File: config.mk
export PLATFORM = sky130hd
export DESIGN_NAME = int_arbiter
export DESIGN_NICKNAME = d
export VERILOG_FILES = /design/src/rtl/int_arbiter_pkg.sv /design/src/rtl/int_prio_enc.sv /design/src/rtl/int_arbiter.sv
export SDC_FILE = /design/constraint.sdc
export NUM_CORES = 1
export LEC_CHECK = 0
export CORE_MARGIN = 2
export CORE_UTILIZATION = 48
export CTS_BUF_LIST = sky130_fd_sc_hd__clkbuf_4
export DETAILED_ROUTE_END_ITERATION = 8
export HOLD_SLACK_MARGIN = 0.06
export PLACE_DENSITY = 0.87
export SLEW_MARGIN = 20
export SYNTH_ARGS = -nofsm -noshare
export SYNTH_HDL_FRONTEND = slang
export SYNTH_SLANG_ARGS = --single-unit
export TNS_END_PERCENT = 10
File: constraint.sdc
create_clock -name clk -period 3 [get_ports clk]
set_clock_uncertainty 0.05 [all_clocks]
set_input_delay 0.6 -clock clk [delete_from_list [all_inputs] [get_ports clk]]
set_output_delay 0.6 -clock clk [all_outputs]
set_load 0.02 [all_outputs]
File: src/rtl/int_arbiter_pkg.sv
// int_arbiter_pkg
// Shared definitions for the interrupt arbiter: config register addresses,
// the arbitration FSM state encoding and the CAUSE register layout.
package int_arbiter_pkg;

  // Config register indices on cfg_addr
  localparam logic [1:0] ADDR_MASK  = 2'd0;
  localparam logic [1:0] ADDR_PEND  = 2'd1;
  localparam logic [1:0] ADDR_CAUSE = 2'd2;
  localparam logic [1:0] ADDR_CTRL  = 2'd3;

  // Position of the "in service" flag inside CAUSE
  localparam int CAUSE_VALID_BIT = 31;

  // Arbitration FSM states
  typedef enum logic [1:0] {
    IDLE    = 2'd0,
    REQ     = 2'd1,
    SERVICE = 2'd2
  } state_t;

endpackage

File: src/rtl/int_prio_enc.sv
// int_prio_enc
// Combinational priority encoder, lowest index wins.
// Ports:
//   vec : request vector
//   any : at least one bit of vec is set
//   id  : index of the lowest set bit (0 when vec is all zero)
module int_prio_enc #(
  parameter int N    = 8,
  parameter int ID_W = 3
) (
  input  logic [N-1:0]    vec,
  output logic            any,
  output logic [ID_W-1:0] id
);

  // Scan from the top down so the last hit, i.e. the lowest index, sticks.
  always_comb begin
    any = |vec;
    id  = '0;
    for (int i = N - 1; i >= 0; i--) begin
      if (vec[i]) id = ID_W'(i);
    end
  end

endmodule

File: src/rtl/int_arbiter.sv
// int_arbiter
// Multi-source interrupt controller feeding a single CPU interrupt line.
// Raw interrupt lines are synchronised, their rising edges latched as
// pending bits, qualified by a mask and a global enable, and the lowest
// eligible index is presented to the CPU. One interrupt is in service at
// a time; the CPU handshakes with int_ack (accept) and eret (return).
// Ports:
//   clk, reset          : clock, asynchronous active-high reset
//   irq_in              : raw interrupt levels (asynchronous to clk)
//   cfg_we/addr/wdata   : config register write port
//   cfg_rdata           : config read data, combinational on cfg_addr
//   int_req, int_id     : request to CPU and the requested/in-service id
//   int_ack, eret       : CPU accept and return-from-handler pulses
//   int_busy            : high while a source is in service
module int_arbiter
  import int_arbiter_pkg::*;
#(
  parameter int N_SRC = 8,
  parameter int ID_W  = 3
) (
  input  logic              clk,
  input  logic              reset,
  input  logic [N_SRC-1:0]  irq_in,
  input  logic              cfg_we,
  input  logic [1:0]        cfg_addr,
  input  logic [31:0]       cfg_wdata,
  output logic [31:0]       cfg_rdata,
  output logic              int_req,
  output logic [ID_W-1:0]   int_id,
  input  logic              int_ack,
  input  logic              eret,
  output logic              int_busy
);

  logic [N_SRC-1:0] s1_reg, s2_reg, s3_reg;
  logic [N_SRC-1:0] pend_reg, pend_next;
  logic [N_SRC-1:0] mask_reg, mask_next;
  logic             gen_reg, gen_next;
  state_t           state_reg, state_next;
  logic [ID_W-1:0]  id_reg, id_next;

  logic [N_SRC-1:0] rise;
  logic [N_SRC-1:0] elig;
  logic [N_SRC-1:0] w1c_clr;
  logic [N_SRC-1:0] ack_clr;
  logic             ack_take;
  logic             any_elig;
  logic [ID_W-1:0]  sel_id;

  // --------------------------------------------------------------------
  // Synchroniser (s1, s2) plus history flop (s3) for edge detection.
  // s3 resets to 0, so a line already high at reset release yields one edge.
  // --------------------------------------------------------------------
  always_ff @(posedge clk or posedge reset) begin
    if (reset) begin
      s1_reg <= '0;
      s2_reg <= '0;
      s3_reg <= '0;
    end else begin
      s1_reg <= irq_in;
      s2_reg <= s1_reg;
      s3_reg <= s2_reg;
    end
  end

  assign rise = s2_reg & ~s3_reg;

  // Selection only ever looks at registered state, so a cfg write is seen
  // by the arbiter one cycle after the write edge.
  assign elig = pend_reg & mask_reg & {N_SRC{gen_reg}};

  int_prio_enc #(
    .N    (N_SRC),
    .ID_W (ID_W)
  ) u_prio_enc (
    .vec (elig),
    .any (any_elig),
    .id  (sel_id)
  );

  // --------------------------------------------------------------------
  // Config write decode
  // --------------------------------------------------------------------
  always_comb begin
    mask_next = mask_reg;
    gen_next  = gen_reg;
    w1c_clr   = '0;
    if (cfg_we) begin
      case (cfg_addr)
        ADDR_MASK: mask_next = cfg_wdata[N_SRC-1:0];
        ADDR_PEND: w1c_clr   = cfg_wdata[N_SRC-1:0];
        ADDR_CTRL: gen_next  = cfg_wdata[0];
        default:   ;
      endcase
    end
  end

  // --------------------------------------------------------------------
  // Arbitration FSM, next-state logic
  // --------------------------------------------------------------------
  always_comb begin
    state_next = state_reg;
    id_next    = id_reg;
    ack_take   = 1'b0;
    case (state_reg)
      IDLE: begin
        if (any_elig) begin
          state_next = REQ;
          id_next    = sel_id;
        end
      end
      REQ: begin
        // Ack beats a simultaneous withdrawal; no preemption by a
        // higher-priority arrival while the request is outstanding.
        if (int_ack) begin
          ack_take   = 1'b1;
          state_next = SERVICE;
        end else if (!elig[id_reg]) begin
          state_next = IDLE;
        end
      end
      SERVICE: begin
        if (eret) state_next = IDLE;
      end
      default: state_next = IDLE;
    endcase
  end

  always_comb begin
    ack_clr = '0;
    if (ack_take) ack_clr[id_reg] = 1'b1;
  end

  // Clears are applied first and the new edge is OR-ed in last, so a rise
  // on the same cycle as a W1C or ack clear keeps the bit pending.
  assign pend_next = (pend_reg & ~w1c_clr & ~ack_clr) | rise;

  always_ff @(posedge clk or posedge reset) begin
    if (reset) begin
      state_reg <= IDLE;
      id_reg    <= '0;
      pend_reg  <= '0;
      mask_reg  <= '0;
      gen_reg   <= 1'b0;
    end else begin
      state_reg <= state_next;
      id_reg    <= id_next;
      pend_reg  <= pend_next;
      mask_reg  <= mask_next;
      gen_reg   <= gen_next;
    end
  end

  // Both flags decode straight from the state register, so they are glitch-free.
  assign int_req  = (state_reg == REQ);
  assign int_busy = (state_reg == SERVICE);
  assign int_id   = id_reg;

  // --------------------------------------------------------------------
  // Config read mux; CAUSE is only populated while in service.
  // --------------------------------------------------------------------
  always_comb begin
    cfg_rdata = '0;
    case (cfg_addr)
      ADDR_MASK: cfg_rdata[N_SRC-1:0] = mask_reg;
      ADDR_PEND: cfg_rdata[N_SRC-1:0] = pend_reg;
      ADDR_CAUSE: begin
        if (int_busy) begin
          cfg_rdata[CAUSE_VALID_BIT] = 1'b1;
          cfg_rdata[ID_W-1:0]        = id_reg;
        end
      end
      ADDR_CTRL: cfg_rdata[0] = gen_reg;
      default:   ;
    endcase
  end

  // Write data above the source count has no destination.
  generate
    if (N_SRC < 32) begin : g_wdata_tail
      logic unused_wdata;
      assign unused_wdata = ^cfg_wdata[31:N_SRC];
    end
  endgenerate

endmodule

==> results of run 1 <==
[metal layers]
metal / vias up / GRT usage
met4: 0 / 0.0377
met1: 729 / 0.246
met2: 51 / 0.292
met3: 2 / 0.0427
li1: 709 / -
met5: - / 0
[kinds of logic after synthesis]
group           synth area share
other cells              0.00175
compound gates             0.148
simple gates               0.104
flops                      0.539
mux                       0.0908
buf+inv                    0.118
[worst register-to-register path: stages, from the launching register on]
cell and delay, ns:
dfrtp_1 0.45, a22o_1 0.30, o41ai_1 0.45, o31ai_1 0.14
o41ai_1 0.09
[cells in the final DEF, fill, tap and decap left out, types with 7 or more instances in the layout]
cell,n
nand2_1,15
inv_1,10
mux2_2,9
nor2_1,8
mux2i_1,7
clkbuf_4,7
clkdlybuf4s50_1,36
dfrtp_1,46
conb_1,23
o21ai_0,14
[cell type report]
class	instances	share of cell area
repair buffers	40	0.157
clock buffers	7	0.0205
well taps	52	0.0254
inverters	11	0.0161
flip-flops and latches	46	0.450
clock inverters	1	0.0117
multi-input cells	128	0.319
[power breakdown]
group          total (mW)  switching [mW]  internal, mW  leakage [nW]
Clock               0.372           0.177         0.195        0.0463
Sequential          0.863           0.148         0.715         0.528
Combinational       0.586           0.306         0.280         0.542
[worst min path at each step]
stage | start | cells past startpoint | endpoint | slack (ns)
floorplan | s1_reg[0] | 0 | s2_reg[0] | 0.28
global placement | s1_reg[4] | 0 | s2_reg[4] | 0.28
detailed placement | s1_reg[5] | 0 | s2_reg[5] | 0.28
CTS | s1_reg[7] | 0 | s2_reg[7] | 0.31
global route | s1_reg[7] | 0 | s2_reg[7] | 0.32
finish | s1_reg[7] | 0 | s2_reg[7] | 0.30
[per-stage QoR]
| step | power, mW | std cells |
|---|---|---|
| finish | 1.82 | 285 |
| global route | 1.94 | 285 |
| floorplan | 1.25 | 215 |
| CTS | 1.84 | 285 |
| detailed placement | 1.46 | 277 |
| global placement | 1.44 | 277 |
==> run metrics, run 1 <==
status finished, final reports clean; vias 1491; Worst-path clk slew 0.13 ns; DRT Wirelength 4110 um; Setup violations, final 0; largest net degree at the start of global routing 47; EDFF count, synth 0; Yosys top cell area share 0.539; Crit path required time 2.35 ns; leak pwr 1.12 nW; Post-DP Area 2480 um^2; cts repair resizes 0; Worst slew margin 0.631; critical path's slowest cell clkdlybuf4s50_1; WL per Instance 14.4 um; gr usage total 0.179; prevailing post-synth register cell dfrtp_1; most common cell in the netlist dfrtp_1; Antenna Nets Post-Route 0; commonest cells in the netlist dfrtp_1 (46), buf_4 (24), nand2_1 (15); share of layout cells above drive strength 1 0.107; Final #Nets 279; Post-synth ARST share 1.00; initial core utilization 0.494; Final GP Congestion 0.936; setup TNS 0 ns; met3 wire length 214 um; max_cap viols 0; # IOs 84; critical path type primary input to output pin; family with the most delay on the worst path buffers and inverters; # rows 24; Final WS setup 0.128 ns; Reg area 1150 um^2; Critical Path Fanout Max 2; first-pass GRT wire length 7030 um; CP endpoint cfg_rdata[0]; Worst VDD drop 0.341 mV; CP Buf/Inv Count 2; Slowest Stage Delay on Critical Path 0.55 ns; CTS Buf Count 5; Pins Over Slew Limit 0; crit path DAT 2.22 ns; CP cell instances clkdlybuf4s50_1 -> mux4_2 -> clkdlybuf4s50_1; #FFs+latches synth 46; PwrDens 711 nW/um^2; FILL cells 373; Worst-Margin Slew 0.553 ns; Levels on crit path 3; Crit. End Element output pin; initial antenna violation count 0; cell mode on critical path clkdlybuf4s50_1; end of the worst register-to-register path int_id[0]; area leader, netlist dfrtp_1; height of the die 70.7 um; Synth-to-Final Area Change 19.8%; die width 70.7 um; area of the core 4320 um^2; # DRC 0; worst skew pair latency 0.33 ns; post-CTS setup buffer count 0; final hold vios 0; Critical R2R Launch mask_reg[5]; min Tclk post-route 2.87 ns; Hold WS 0.300 ns; 1st-iter DRT viols 132; area of the multi-input gates 817 um^2; Syn Area/Cell 11.1 um^2; Netlist cell types 40; Final Util 0.592; hold buffer count at cts 0; ANT cells 0; clock sinks 46; top sig layer met4; Routed met2 length 2100 um; Via density 5.23; post-synthesis sequential area ratio 0.539; pre-CTS setup slack 0.115 ns; worst hold path class register to register; H-tree levels 2; CTS tree built; unrepaired setup endpoints after global routing no; drt first pass iters 4; period utilization 0.957; vias in the first global route 1439; Worst Setup SP cfg_addr[1]; CTS max path bufs 2; flop-to-flop setup slack 1.43 ns; number of I/O port buffers 36; hpwl dp 3040 um; Die ar. 5000 um^2; final instance area 2560 um^2; Fmax achieved 348 MHz; synthesized area 2140 um^2; reg2reg path depth 4; cells after synthesis 193; CP startpoint kind primary input; WL met1 1770 um; Yosys warning count 0; root buffer cell clkbuf_4; synth top area cells dfrtp_1 (54%), buf_4 (8.4%), mux2_2 (4.7%); GR Overflow Total 0
Note: power is estimated with default switching activity, not from simulation.
==> inputs of run 2 (changes only) <==
ABC_AREA = 1   (was default)
CORE_UTILIZATION = 49   (was 48)
==> run 2 against run 1 <==
Effect of this change: total power fell by 6.4%; critical path depth is 2 higher; register-to-register slack improved by 0.04 ns; via count is 7.6% higher; first-iteration DRC count down 32%; sequential power fell by 5.6%; worst hold slack gained 0.013 ns; sequential cell count did not move; clock-buffer cell count down 1; non-clock buffer count is the same; cell area is 3.4% higher; largest power group unchanged.
==> run metrics, run 2 <==
status finished, final reports clean; Yosys warning count 0 (unchanged); # IOs 84 (unchanged); # DRC 0 (unchanged); GR Overflow Total 0 (unchanged); initial antenna violation count 0 (unchanged); Final #Nets 320 (+15%); Net Sw Frac 0.384 (+0.0378); Sequential Power Share 0.478 (+0.004); vias 1605 (+7.6%); Syn Area/Cell 9.79 um^2 (-12%); synth top area cells dfrtp_1 (51%), buf_4 (7.7%), nand2_1 (7.5%); CP startpoint kind primary input; Worst VDD drop 0.321 mV (-5.9%); Setup violations, final 0 (unchanged); pre-CTS setup slack 0.0601 ns (-0.0552 ns); most frequent cells in the layout dfrtp_1 (46), nand2_1 (45), clkdlybuf4s50_1 (33); die width 71.8 um (+1.5%); commonest cells in the netlist dfrtp_1 (46), nand2_1 (45), inv_1 (27); area of the core 4380 um^2 (+1.4%); clock sinks 46 (unchanged); worst skew pair latency 0.35 ns (+0.02 ns); setup TNS 0 ns (unchanged); WL per Instance 13.3 um (-7.6%); Worst slew margin 0.631 (about the same); Critical Path Fanout Max 9 (+7); power share of the combinational group 0.356 (+0.034); leading cell type in the layout, fill and taps excluded dfrtp_1; Worst-path clk slew 0.11 ns (-0.02 ns); Crit path required time 2.35 ns (about the same); Die ar. 5150 um^2 (+3.0%); number of I/O port buffers 36 (unchanged); DRT Wirelength 4340 um (+5.7%); placed insts 317 (+14%); cells after synthesis 230 (+19%); root buffer cell clkbuf_4; Synth-to-Final Area Change 17.6%; hpwl dp 3190 um (+4.8%); critical path type primary input to output pin; first-pass GRT wire length 7410 um (+5.4%); 1st-iter DRT viols 90 (-32%); Worst-Margin Slew 0.553 ns (+0.000113 ns); EDFF count, synth 0 (unchanged); min Tclk post-route 2.91 ns (+0.0416 ns); Fmax achieved 343 MHz (-1.4%); vias in the first global route 1560 (+8.4%); area leader, netlist dfrtp_1; post-synthesis sequential area ratio 0.511 (-0.0272); period utilization 0.971 (+0.0139); gr usage total 0.189 (+0.0100); CTS tree built; hold buffer count at cts 0 (unchanged); height of the die 71.8 um (+1.5%); final hold vios 0 (unchanged); total net switching power 0.655 mW (+3.8%); # rows 24 (unchanged); Final Non-Filler Cells 326 (+14%); Pins Over Slew Limit 0 (unchanged); Clk pwr share 0.166 (-0.038); PwrDens 644 nW/um^2 (-9.5%); leak pwr 1.33 nW (+19%); synthesized area 2250 um^2 (+5.3%); H-tree levels 2 (unchanged); max_cap viols 0 (unchanged); final instance area 2650 um^2 (+3.4%); Hold WS 0.313 ns (+0.0134 ns); Netlist cell types 30 (-25%); drt first pass iters 4 (unchanged); crit path DAT 2.26 ns (+0.04 ns); Antenna Nets Post-Route 0 (unchanged); #FFs+latches synth 46 (unchanged); Via density 4.92 (-5.9%); ANT cells 0 (unchanged); CTS Buf Count 5 (unchanged); largest net degree at the start of global routing 47 (unchanged); Crit. End Element output pin; most common cell in the netlist dfrtp_1; share of layout cells above drive strength 1 0.182 (+0.0752); Final WS setup 0.0866 ns (-0.0416 ns); CTS max path bufs 2 (unchanged); Post-synth ARST share 1.00 (unchanged); Post-DP Area 2580 um^2 (+4.0%); design internal power 1.05 mW (-12%); initial core utilization 0.513 (+0.0192); prevailing post-synth register cell dfrtp_1; Yosys top cell area share 0.511 (-0.0272); Final GP Congestion 0.868 (-7.2%); worst hold path class register to register
[run 2: final cells by class]
cell class / count / area, um^2
Clock buffer: 6 / 45.0
Clock inverter: 2 / 8.76
Fill cell: 402 / 1740
Inverter: 31 / 116
Multi-Input combinational cell: 149 / 862
Sequential cell: 46 / 1150
Tap cell: 52 / 65.1
Timing Repair Buffer: 40 / 398
[run 2: per-layer routing]
metal | track usage | share of wire
met1 | 0.248 | 0.43
met2 | 0.308 | 0.49
met3 | 0.0464 | 0.060
met4 | 0.0629 | 0.017
met5 | 0 | 0
[run 2: worst paths after layout]
kind	slack, ns	end	cells past startpoint	from
worst max-delay path	0.09	cfg_rdata[4]	5	cfg_addr[0]
worst min-delay path	0.31	s2_reg[2]	0	s1_reg[2]
worst max register to register	1.47	int_id[0]	8	gen_reg
worst min register to register	0.31	s2_reg[2]	0	s1_reg[2]
max in group asynchronous	1.90	mask_reg[1]	3	reset
min in group asynchronous	0.62	s3_reg[4]	3	reset
[run 2: power by group through the flow]
stage,Combinational (mW),Clock [mW],Sequential [mW]
6_report,0.607,0.282,0.815
5_1_grt,0.682,0.314,0.831
4_1_cts,0.613,0.290,0.814
3_5_place_dp,0.612,0,0.825
3_3_place_gp,0.601,0,0.823
2_1_floorplan,0.437,0,0.807
[run 2: what timing repair did]
| action | CTS | global route |
|---|---|---|
| gates resized for setup | 0 | 3 |
| buffers inserted | 0 | 1 |
| endpoints found under the setup margin | 0 | 4 |
[run 2: worst max-delay path, stage by stage]
cell and delay, ns:
clkdlybuf4s50_1 0.45, buf_4 0.17, nor2_4 0.23, a22o_1 0.21
clkdlybuf4s50_1 0.60
[run 2: cell families (layout without fill, tap and decap cells)]
kind of cell           Yosys count  in the layout  synth area share
AOI/OAI and AO/OA               36             36             0.132
buffers and inverters           57             79             0.142
DFF                             46             46             0.511
other                            1             23           0.00167
and+or+nand+nor                 90             90             0.212
[run 2: stage by stage]
| stage | power, mW | utilization |
|---|---|---|
| floorplan | 1.24 | - |
| finish | 1.70 | 0.604 |
| global placement | 1.42 | 0.588 |
| detailed placement | 1.44 | 0.588 |
| CTS | 1.72 | 0.600 |
| global route | 1.83 | 0.604 |
==> inputs of run 3 (changes only) <==
CAP_MARGIN = 20   (was default)
CORE_UTILIZATION = 46   (was 49)
PLACE_DENSITY = default   (was 0.87)
PLACE_DENSITY_LB_ADDON = 0.25   (was default)
clock period = 3.3 ns   (was 3 ns; I/O delays follow)
==> run 3 against run 2 <==
Effect of this change: critical path depth up 2; final cell count up 4.0%; core utilization down 4.4 points; cell area down 0.14%; routed wire length down 4.1%; clock-buffer cell count unchanged; die area up 6.2%; sequential share of layout area up 0.062 points; worst hold slack worse by 0.0012 ns; combinational power down 11%; worst setup slack better by 0.13 ns.
==> run metrics, run 3 (synthesis results as in run 2) <==
status finished, final reports clean; pre-CTS setup slack 0.204 ns (+0.144 ns); vias 1564 (-2.6%); Worst VDD drop 0.261 mV (-19%); gr usage total 0.169 (-0.0194); hpwl dp 3040 um (-4.4%); worst hold path class register to register; vias in the first global route 1475 (-5.4%); CP startpoint kind primary input; CP cell instances clkdlybuf4s50_1 -> inv_2 -> nand2_1 -> nor2_2 -> a22oi_1 -> nand2_1 -> clkdlybuf4s50_1; Synth-to-Final Area Change 17.4%; CTS tree built; cts repair resizes 0 (unchanged); area of the core 4720 um^2 (+7.7%); drt first pass iters 4 (unchanged); H-tree levels 2 (unchanged); share of layout cells above drive strength 1 0.176 (-0.00601); GR Overflow Total 0 (unchanged); height of the die 74.0 um (+3.0%); clock sinks 46 (unchanged); Crit path required time 2.59 ns (+0.24 ns); critical path type primary input to output pin; 1st-iter DRT viols 105 (+17%); PwrDens 583 nW/um^2 (-9.5%); worst skew pair latency 0.35 ns (about the same); Worst-Margin Slew 0.576 ns (+0.0225 ns); Crit. End Element output pin; CTS Buf Count 5 (unchanged); Final WS setup 0.216 ns (+0.130 ns); # DRC 0 (unchanged); Slowest Stage Delay on Critical Path 0.60 ns (about the same); number of I/O port buffers 36 (unchanged); min Tclk post-route 3.08 ns; WL per Instance 12.3 um (-7.8%); unrepaired setup endpoints after global routing no; leak pwr 1.28 nW (-3.7%); setup TNS 0 ns (unchanged); reg2reg path depth 8 (unchanged); Pins Over Slew Limit 0 (unchanged); root buffer cell clkbuf_4; final hold vios 0 (unchanged); ANT cells 0 (unchanged); max_cap viols 0 (unchanged); hold buffer count at cts 0 (unchanged); Antenna Nets Post-Route 0 (unchanged); # rows 25 (+4.2%); initial core utilization 0.477 (-0.0369); post-CTS setup buffer count 0 (unchanged); Via density 4.61 (-6.3%); total power draw 1.54 mW (-9.6%); Fmax achieved 324 MHz; largest net degree at the start of global routing 47 (unchanged); Critical Path Fanout Max 4 (-5); critical path's slowest cell clkdlybuf4s50_1; CTS max path bufs 2 (unchanged); initial antenna violation count 0 (unchanged); period utilization 0.934; crit path DAT 2.37 ns (+0.11 ns); Worst slew margin 0.616 (-0.0150); Final GP Congestion 0.858 (-1.1%); Worst Hold Depth 0 (unchanged); Final #Nets 318 (-0.63%); Worst-path clk slew 0.12 ns (about the same); FILL cells 445 (+11%); leading cell type in the layout, fill and taps excluded dfrtp_1; Setup violations, final 0 (unchanged); # IOs 84 (unchanged); most frequent cells in the layout dfrtp_1 (46), nand2_1 (45), clkdlybuf4s50_1 (36); Die ar. 5470 um^2 (+6.2%); first-pass GRT wire length 6880 um (-7.2%); die width 74.0 um (+3.0%); DRT Wirelength 4170 um (-4.1%)
==> run 3: cell count changes in the layout (fill, tap and decap cells not counted), sizes merged <==
cell,change
clkdlybuf4s50,+3
dlymetal6s2s,-3
buf,-2
==> run 3: path summary, 6_finish.rpt <==
path	from	to	slack, ns
setup / recovery	cfg_addr[0]	cfg_rdata[2]	0.22
hold / removal	s1_reg[4]	s2_reg[4]	0.31
setup reg to reg	gen_reg	int_id[1]	1.75
hold reg to reg	s1_reg[4]	s2_reg[4]	0.31
max in group asynchronous	reset	s3_reg[1]	2.11
min in group asynchronous	reset	s2_reg[3]	0.70
==> run 3: power breakdown <==
part / switching [mW] / total [mW] / internal [mW]
Clock: 0.169 / 0.257 / 0.0886
Combinational: 0.320 / 0.543 / 0.223
Sequential: 0.0980 / 0.740 / 0.642
Total: 0.587 / 1.54 / 0.954
==> run 3: worst max-delay path: cells and delay by family <==
family,cells,cell delay (ns)
AO/OA/AOI/OAI,1,0.09
buffers and inverters,3,1.26
AND/OR/NAND/NOR,3,0.37
==> run 3: metal layers <==
metal	share of wire	up-vias	track usage
met2	0.49	47	0.282
met5	0	-	0
li1	-	779	-
met1	0.44	732	0.219
met3	0.060	6	0.0407
met4	0.013	0	0.0545
==> run 3: final cells by class <==
type / count / area [um^2] / share of cell area
inverter: 31 / 116 / 0.0440
tap: 67 / 83.8 / 0.0317
clock inverter: 2 / 8.76 / 0.00331
timing repair buffer: 38 / 375 / 0.142
multi-input combinational: 149 / 862 / 0.326
sequential: 46 / 1150 / 0.436
clock buffer: 6 / 45.0 / 0.0170
==> run 3: through the flow <==
stage / cells / cell area, um^2 / utilization / hold slack (ns)
after floorplan: 252 / 2330 / - / 0.281
after global routing: 339 / 2640 / 0.559 / 0.319
after CTS: 339 / 2640 / 0.559 / 0.315
after detailed placement: 331 / 2590 / 0.548 / 0.285
after global placement: 331 / 2590 / 0.548 / 0.282
final: 339 / 2640 / 0.559 / 0.312
